**src/rtl/rf_writeback_arbiter.sv**
```systemverilog
// rf_writeback_arbiter: merges in-order WB results and a FIFO of multi-cycle
// results onto the single register-file write port through a registered
// output stage, and reports in-flight destinations for decode stalls.
// Optional WB_FAIR_ARB_EN: starvation counter forces a FIFO drain after
// MAX_STARVE consecutive WB wins while the FIFO waits.
module rf_writeback_arbiter #(
  parameter int unsigned DEPTH      = 4,
  parameter int unsigned CW         = 3,
  parameter int unsigned MAX_STARVE = 8
) (
  input  logic          clk,
  input  logic          reset,
  input  logic          wb_we,
  input  logic [4:0]    wb_wr,
  input  logic [31:0]   wb_wd,
  input  logic          md_valid,
  output logic          md_ready,
  input  logic [4:0]    md_wr,
  input  logic [31:0]   md_wd,
  output logic          rf_write,
  output logic [4:0]    rf_wr,
  output logic [31:0]   rf_wd,
  input  logic [4:0]    q1,
  input  logic [4:0]    q2,
  output logic          q1_pend,
  output logic          q2_pend,
  output logic [CW-1:0] fifo_count,
  output logic          wb_stall
);

  localparam int unsigned PW = $clog2(DEPTH);

  logic [4:0]       fifo_wr [DEPTH];
  logic [31:0]      fifo_wd [DEPTH];
  logic [DEPTH-1:0] fifo_vld;
  logic [PW-1:0]    rd_ptr;
  logic [PW-1:0]    wr_ptr;
  logic             fifo_empty;
  logic             fifo_full;
  logic             wb_valid;
  logic             push;
  logic             pop;

  // Handshake and arbitration decisions from current state and inputs
  always_comb begin
    fifo_empty = (fifo_count == '0);
    fifo_full  = (fifo_count == CW'(DEPTH));
    md_ready   = !reset && !fifo_full;
    push       = md_valid && md_ready && (md_wr != '0);
    wb_valid   = wb_we && (wb_wr != '0) && !wb_stall;
    // a forced drain shows up here as wb_valid=0 with a non-empty FIFO
    pop        = !wb_valid && !fifo_empty;
  end

  // FIFO payload storage; contents are qualified by fifo_vld
  always_ff @(posedge clk) begin
    if (push) begin
      fifo_wr[wr_ptr] <= md_wr;
      fifo_wd[wr_ptr] <= md_wd;
    end
  end

  // FIFO pointers, occupancy and per-entry valid flags
  always_ff @(posedge clk) begin
    if (reset) begin
      rd_ptr     <= '0;
      wr_ptr     <= '0;
      fifo_count <= '0;
      fifo_vld   <= '0;
    end else begin
      if (push) begin
        fifo_vld[wr_ptr] <= 1'b1;
        wr_ptr           <= wr_ptr + PW'(1);
      end
      if (pop) begin
        fifo_vld[rd_ptr] <= 1'b0;
        rd_ptr           <= rd_ptr + PW'(1);
      end
      case ({push, pop})
        2'b10:   fifo_count <= fifo_count + CW'(1);
        2'b01:   fifo_count <= fifo_count - CW'(1);
        default: fifo_count <= fifo_count;
      endcase
    end
  end

  // Registered write-port stage; address/data hold when idle
  always_ff @(posedge clk) begin
    if (reset) begin
      rf_write <= 1'b0;
      rf_wr    <= '0;
      rf_wd    <= '0;
    end else if (wb_valid) begin
      rf_write <= 1'b1;
      rf_wr    <= wb_wr;
      rf_wd    <= wb_wd;
    end else if (pop) begin
      rf_write <= 1'b1;
      rf_wr    <= fifo_wr[rd_ptr];
      rf_wd    <= fifo_wd[rd_ptr];
    end else begin
      rf_write <= 1'b0;
    end
  end

  // Pending-write scoreboard over queued entries and the staged write
  always_comb begin
    q1_pend = 1'b0;
    q2_pend = 1'b0;
    if (rf_write) begin
      if (rf_wr == q1) q1_pend = 1'b1;
      if (rf_wr == q2) q2_pend = 1'b1;
    end
    for (int unsigned i = 0; i < DEPTH; i++) begin
      if (fifo_vld[i]) begin
        if (fifo_wr[i] == q1) q1_pend = 1'b1;
        if (fifo_wr[i] == q2) q2_pend = 1'b1;
      end
    end
    if (q1 == '0) q1_pend = 1'b0;
    if (q2 == '0) q2_pend = 1'b0;
  end

`ifdef WB_FAIR_ARB_EN
  localparam int unsigned SW = $clog2(MAX_STARVE + 1);

  logic [SW-1:0] starve_cnt;

  assign wb_stall = (starve_cnt == SW'(MAX_STARVE));

  // Count consecutive WB wins that leave a waiting FIFO unserved
  always_ff @(posedge clk) begin
    if (reset || pop || fifo_empty) begin
      starve_cnt <= '0;
    end else if (wb_valid) begin
      starve_cnt <= starve_cnt + SW'(1);
    end
  end
`else
  logic unused_max_starve;

  assign wb_stall          = 1'b0;
  assign unused_max_starve = ^MAX_STARVE;
`endif

endmodule

```
**config.mk**
```make
export PLATFORM = sky130hd
export DESIGN_NAME = rf_writeback_arbiter
export DESIGN_NICKNAME = d
export VERILOG_FILES = /design/src/rtl/rf_writeback_arbiter.sv
export SDC_FILE = /design/constraint.sdc
export NUM_CORES = 1
export LEC_CHECK = 0
export BUFFER_PORTS_ARGS = -buffer_cell sky130_fd_sc_hd__clkbuf_2
export CORE_ASPECT_RATIO = 1.25
export CORE_MARGIN = 5
export CORE_UTILIZATION = 45
export DETAILED_ROUTE_END_ITERATION = 10
export GPL_TIMING_DRIVEN = 0
export PLACE_DENSITY = 0.72
export SETUP_SLACK_MARGIN = 0.3
export SLEW_MARGIN = 20
export SYNTH_ARGS = -nofsm -noshare
export SYNTH_HDL_FRONTEND = slang
export SYNTH_SLANG_ARGS = --single-unit
```
**constraint.sdc**
```tcl
create_clock -name clk -period 4.3 [get_ports clk]
set_clock_uncertainty 0.1 [all_clocks]
set_input_delay 0.43 -clock clk [delete_from_list [all_inputs] [get_ports clk]]
set_output_delay 0.43 -clock clk [all_outputs]
set_load 0.01 [all_outputs]
```
# [After elaboration in Yosys (flattened, before gate mapping)]
# Memories as Yosys holds them, arrays and structs flattened. A register that Yosys moved wholly into a read port is not among the register bits.
# Cells that the tools add are included.
[op_classes] reduce_logical=18 addsub=4 mux=42 bitwise_logic=3 eq_ne=13 magnitude_cmp=4
[op_table] operator="$mux W32" count=2
[op_table] operator="$eq A5 B5 Y1" count=10
[op_table] operator="$mux W1" count=28
[op_table] operator="$mux W4" count=3
[op_table] operator="$logic_not A5 Y1" count=2
[op_table] operator="$mux W5" count=2
[op_table] operator="$reduce_bool A5 Y1" count=2
[op_table] operator="$mux W2" count=4
[op_table] operator="$logic_and A1 B1 Y1" count=7
[op_table] operator="$lt A2 B3 Y1 const B" count=2
[op_table] operator="$pmux W3 S2" count=1
[op_table] operator="$add A2 B1 Y2 const B" count=2
[op_table] operator="$and A4 B4 Y4" count=1
[op_table] operator="$demux W1 S2" count=2
[op_table] operator="$ge A2 B1 Y1 const B" count=2
[op_table] operator="$logic_not A1 Y1" count=4
[op_table] operator="$not A4 Y4" count=1
[op_table] operator="$or A4 B4 Y4" count=1
[op_table] operator="$reduce_bool A2 Y1" count=2
[op_table] operator="$add A3 B1 Y3 const B" count=1
[op_table] operator="$eq A3 B3 Y1 const B" count=1
[op_table] operator="$logic_not A3 Y1" count=1
[op_table] operator="$sub A3 B1 Y3 const B" count=1
[op_table] operator="$eq A2 B1 Y1 const B" count=1
[op_table] operator="$eq A2 B2 Y1 const B" count=1
[totals] mem_count=2 ramBits=148 ff_bits=49
[mem_list] memory="fifo_wd" depth=4 word_bits=32 rd=1 rd_ports_with_merged_regs=1 write_ports=1 line="34" source="logic [31:0] fifo_wd [DEPTH];"
[mem_list] memory="fifo_wr" depth=4 word_bits=5 rd=5 rd_ports_with_merged_regs=1 write_ports=1 line="33" source="logic [4:0] fifo_wr [DEPTH];"

# [Logic depth before layout (Yosys ltp)]
[depth] word_depth=12 ltp_mapped=10

# [Worst setup path before layout]
# Ideal clock, no wire load.
[synth_path] kind="input to register" startpoint="input wb_wr[1]" endpoint="register fifo_count[2]" required_ns=4.129 n_path_buf=1 arrival_ns=2.534 path_slack_ns=1.596 path_stages=10 cell_sequence="or4_1 -> o21ai_2 -> nor2b_1 -> buf_4 -> ha_1 -> inv_1 -> fa_1 -> xor2_1 -> or3_1 -> a21oi_1"
[synth_via] elab_chain_len=6 word_cells_on_any_way=8 cone_classes="2 x eq/ne; 1 x mux; 5 x reduce/logical"
[synth_rtl] element="start: declaration" line="14" source="input logic [4:0] wb_wr,"
[synth_rtl] element="$reduce_bool A5 Y1 (*)" line="50" source="wb_valid = wb_we && (wb_wr != '0) && !wb_stall;"
[synth_rtl] element="$logic_and A1 B1 Y1 (*)" line="50"
[synth_rtl] element="$logic_not A1 Y1 (*)" line="52" source="pop = !wb_valid && !fifo_empty;"
[synth_rtl] element="$logic_and A1 B1 Y1 (*)" line="52"
[synth_rtl] element="$eq A2 B1 Y1 / $eq A2 B2 Y1 (equally long branches)" line="79" source="case ({push, pop})"
[synth_rtl] element="$pmux W3 S2 / $reduce_bool A2 Y1 (equally long branches)"
[synth_rtl] element="end signal: assignment" line="80" source="2'b10: fifo_count <= fifo_count + CW'(1);"
[synth_rtl] element="end signal: assignment" line="81" source="2'b01: fifo_count <= fifo_count - CW'(1);"
[synth_rtl] element="end signal: assignment" line="82" source="default: fifo_count <= fifo_count;"
[synth_rtl] element="end: declaration" line="27" source="output logic [CW-1:0] fifo_count,"
# Every way passes the cells marked *; elsewhere a longest branch is shown, timed or not.
# A chain may end at the register's enable or synchronous reset.

# [Final worst setup path]
# Same ends and word-level chain as after synthesis.

==> results.md <==
STA:
- The number of failing setup endpoints in the final timing report is 0.
- For the pin with the worst max-slew slack, the measured transition is 0.880 ns.
- The final critical path time including I/O delays and setup is 2.63 ns.
- In the finished design, the share of the clock period the worst path needs comes to 61.2%.
- The count of final hold-check violations is 0.
- The number of slew-limit violations in the final report came to 0.
- The summed negative setup slack over all endpoints is 0 ns.
- The relative slew slack is 41.3%.
- For this run, the top clock speed supported by timing is 380 MHz.
- Across all hold checks on the routed design, the worst slack comes to 0.124 ns.
- Setup repair after global routing left no endpoint under its margin.

Synthesis:
- The Yosys step of the flow raised 0 warnings.
- When the netlist entered floorplanning its net count stood at 618.
- After synthesis the cells add up to 8510 um2.
- By area, the combinational part of the netlist is dominated by multiplexers.
- After Yosys synthesis, full adders, half adders and majority gates account for 1.56% of the synthesized area.
- Counting every instance in the synthesized netlist gives 520.
- The number of flip-flops and latches in the synthesized netlist is 199.
- The synthesized-area fraction occupied by ao, oa, aoi and oai cells is 6.56%.
- Dividing the synthesized area by the synthesized cell count gives 16.4 um2.
- The most common flop cell mapped by yosys is sky130_fd_sc_hd__edfxtp_1.
- The biggest area consumer among synthesized cells is sky130_fd_sc_hd__edfxtp_1.
- The fraction of registers with async set or reset after synthesis is 0%.
- The synthesized netlist devotes 4.66% of its cell area to simple gates.
- In the synthesized netlist, the cells that appear most often are sky130_fd_sc_hd__edfxtp_1 (148), sky130_fd_sc_hd__dfxtp_1 (51), sky130_fd_sc_hd__xor2_1 (42), sky130_fd_sc_hd__mux4_2 (37), sky130_fd_sc_hd__mux2i_1 (36).
- The xor and xnor fraction of the mapped netlist area is 5.56%.
- The portion of netlist area occupied by mux cells is 14.3%.
- The number of unique standard cell types used by synthesis is 38.
- The cell with the most instances after synthesis is sky130_fd_sc_hd__edfxtp_1.
- Of the post-synthesis cell area, the dominant cell type holds 52.2%.
- The share of the Yosys chip area taken by registers is 64.2%.
- Counting flops with a built-in enable in the synthesized netlist gives 148.
- Yosys attributes the largest share of cell area to sky130_fd_sc_hd__edfxtp_1 (52%), sky130_fd_sc_hd__dfxtp_1 (12%), sky130_fd_sc_hd__mux4_2 (9.8%).

Global route:
- Entering global routing, the biggest net connects 26 pins.
- The total congestion overflow is 0.
- For this run, the total global-route usage over all layers was measured as 18.6%.
- The global-route wire length before repair is 30.1 mm.
- For this run, global-route usage on met3 was measured as 4.84%.
- The number of antenna violations at the first check in global routing came to 0.
- The via count of the first global-routing pass came to 5352.
- The global routing stage identified its most utilized layer as met2.
- The global routing usage on met1 is 21.6%.
- Global routing consumed, on the met2 layer, 33.7% of the routing resources.

Power and ir drop:
- The analysis attributes to net switching a power of 1.51 mW.
- The share of total power dissipated in combinational logic is 27.0%.
- Of the total power, the clock network draws 29.8%.
- Internal power comes to 3.84 mW.
- Summed over all cells, the static leakage comes to 3.77 nW.
- The switching fraction of total power is 28.2%.
- The power per standard cell area is 531 nW/um2.
- The worst-case IR drop observed on VDD is 263 uV.
- The portion of total power attributed to sequential cells is 43.3%.

Routing:
- In the routed layout, each cell is associated on average with a via count of 5.42.
- After detailed routing, the number of remaining DRC violations is 0.
- The detailed-router iteration count before antenna repair is 5.
- Summed over all layers, the routed wires come to 19.7 mm.
- The total number of vias is 4913.
- The number of DRC violations after detailed-routing iteration 0 is 406.
- The antenna violation net count after detailed routing is 0.
- The routed wirelength normalized by instance count is 21.7 um.

Floorplan:
- The effective utilization at floorplan is 45.5%.
- The die is 133 um wide.
- 133 I/O pins were placed.
- After floorplanning, the core was divided into 56 placement rows.
- The core area is 18700 um2.
- The area of the die is 21800 um2.
- The floorplan die height is 164 um.

Clock network:
- Clock-pin slew was measured on the worst setup and hold paths at 0.07 ns.
- The number of buffers added by the clock tree synthesis step is 17.
- The CTS tree is yes.
- In this run the deepest clock path goes through 2 buffers.
- The number of hold buffers added after CTS was 0.
- The setup fix buffers added after clock tree synthesis is 0.
- The number of clock sinks seen by CTS is 199.
- The clock latency on the worst-skew pair is 0.42 ns.
- The H-tree depth is 4.
- The CTS root buffer is sky130_fd_sc_hd__clkbuf_16.
- The post-cts resize count is 0.

Setup path:
- The peak per-stage delay on the critical path is 0.53 ns.
- The register-to-register setup slack is 1.75 ns.
- The worst setup path is captured at a flip-flop.
- The classification of the worst setup path is primary input to flip-flop.
- The cell type group with the largest total delay on the critical path is simple AND/OR/NAND/NOR gates.
- Data on the critical path is required at its endpoint by 4.54 ns.
- STA puts the critical path data arrival time at 2.87 ns.
- The critical path goes through clkbuf_2 -> or4_1 -> o21ai_2 -> nor2b_1 -> buf_4 -> ha_1 -> inv_1 -> fa_1 -> xor2_1 -> or3_1 -> a21oi_1.
- Of all nets on the critical path, the largest fanout is 7.
- The worst path buffer plus inverter count is 3.
- The worst setup path is launched from a primary input.
- The slowest stage of the critical path is the sky130_fd_sc_hd__or4_1 cell.

Run status:
- The flow ran to the end, and the final reports show no timing, DRC or antenna violations.

Finish:
- The synthesis-to-finish area growth is 18.5%.
- The number of antenna diodes in the final layout is 0.
- Counting the fill cells in the layout gives 1483.
- The net count reported at finish is 761.
- The proportion of layout cells with a drive suffix above 1 is 38.2%.

Min path:
- In this run the worst hold path is classified as primary input to flip-flop.

Placement:
- The count of buffers added on input and output ports is 120.
- At the end of routability-driven placement, the weighted congestion stood at 0.923.
- The half-perimeter wire length after detailed placement is 14.3 mm.

Flow run:
- The number of maximum-capacitance violations is 0.
[worst paths after layout]
| path | start | to | cells after the start |
|---|---|---|---|
| min reg2reg | fifo_vld[2] | fifo_vld[2] | 1 |
| min | md_wd[6] | fifo_wd[0][6] | 1 |
| max | wb_wr[1] | fifo_count[2] | 11 |
| max reg2reg | fifo_count[0] | fifo_wd[0][31] | 5 |
[layout by cell type (no fill, tap or decap), types with 12 or more instances in the layout]
cell type / Yosys / layout
sky130_fd_sc_hd__a211oi_2: 32 / 32
sky130_fd_sc_hd__clkbuf_1: 17 / 18
sky130_fd_sc_hd__clkbuf_16: 0 / 17
sky130_fd_sc_hd__clkbuf_2: 0 / 120
sky130_fd_sc_hd__dfxtp_1: 51 / 51
sky130_fd_sc_hd__edfxtp_1: 148 / 148
sky130_fd_sc_hd__mux2i_1: 36 / 36
sky130_fd_sc_hd__mux4_2: 37 / 37
sky130_fd_sc_hd__nand3_1: 12 / 12
sky130_fd_sc_hd__nor2_1: 34 / 34
sky130_fd_sc_hd__xnor2_1: 12 / 12
sky130_fd_sc_hd__xor2_1: 42 / 42
[power groups by stage]
stage	clock network, mW	registers (mW)	logic (mW)
4_1_cts	1.62	2.32	1.47
3_5_place_dp	0	2.36	1.47
3_3_place_gp	0	2.35	1.42
5_1_grt	1.71	2.33	1.57
6_report	1.59	2.32	1.44
2_1_floorplan	0	2.37	1.02
[stage by stage]
stage	instances	instance area [um2]	power (mW)	utilization [%]	worst slack, ns
2_1_floorplan	520	8510	3.40	-	1.60
3_3_place_gp	872	9400	3.76	50.2	0.747
3_5_place_dp	876	9490	3.82	50.7	1.32
4_1_cts	907	10100	5.41	53.9	1.70
5_1_grt	907	10100	5.61	53.9	1.61
6_report	907	10100	5.35	53.9	1.67
[sequential cells by signal, summed over array words and instances (netlist names), named ones only]
name        cells
rd_ptr          2
rf_wr           5
fifo_count      3
fifo_wr        20
wr_ptr          2
fifo_vld        4
rf_wd          32
fifo_wd       128
rf_write        1
[metal layers]
| metal | vias up | wire (um) |
|---|---|---|
| met3 | 16 | 1190 |
| li1 | 2275 | - |
| met1 | 2463 | 7660 |
| met2 | 159 | 10500 |
| met5 | - | 0 |
| met4 | 0 | 288 |
[layout make-up]
type | count | area, um2 | share of cell area (%)
Inverter | 8 | 30.0 | 0.298
Timing Repair Buffer | 124 | 688 | 6.83
Multi-Input combinational cell | 275 | 2790 | 27.6
Tap cell | 232 | 290 | 2.88
Sequential cell | 199 | 5470 | 54.2
Clock inverter | 12 | 146 | 1.45
Clock buffer | 19 | 443 | 4.39
Buffer | 38 | 231 | 2.30
[logic make-up (layout without fill, tap and decap cells)]
kind of cell	count (synthesis)	count (layout)
AO/OA/AOI/OAI	55	55
multiplexers	75	75
other	1	1
buffers and inverters	46	201
XOR/XNOR	54	54
adder cells (fa/ha/maj)	10	10
flip-flops	199	199
AND/OR/NAND/NOR	80	80
Note: power is estimated with default switching activity, not from simulation.
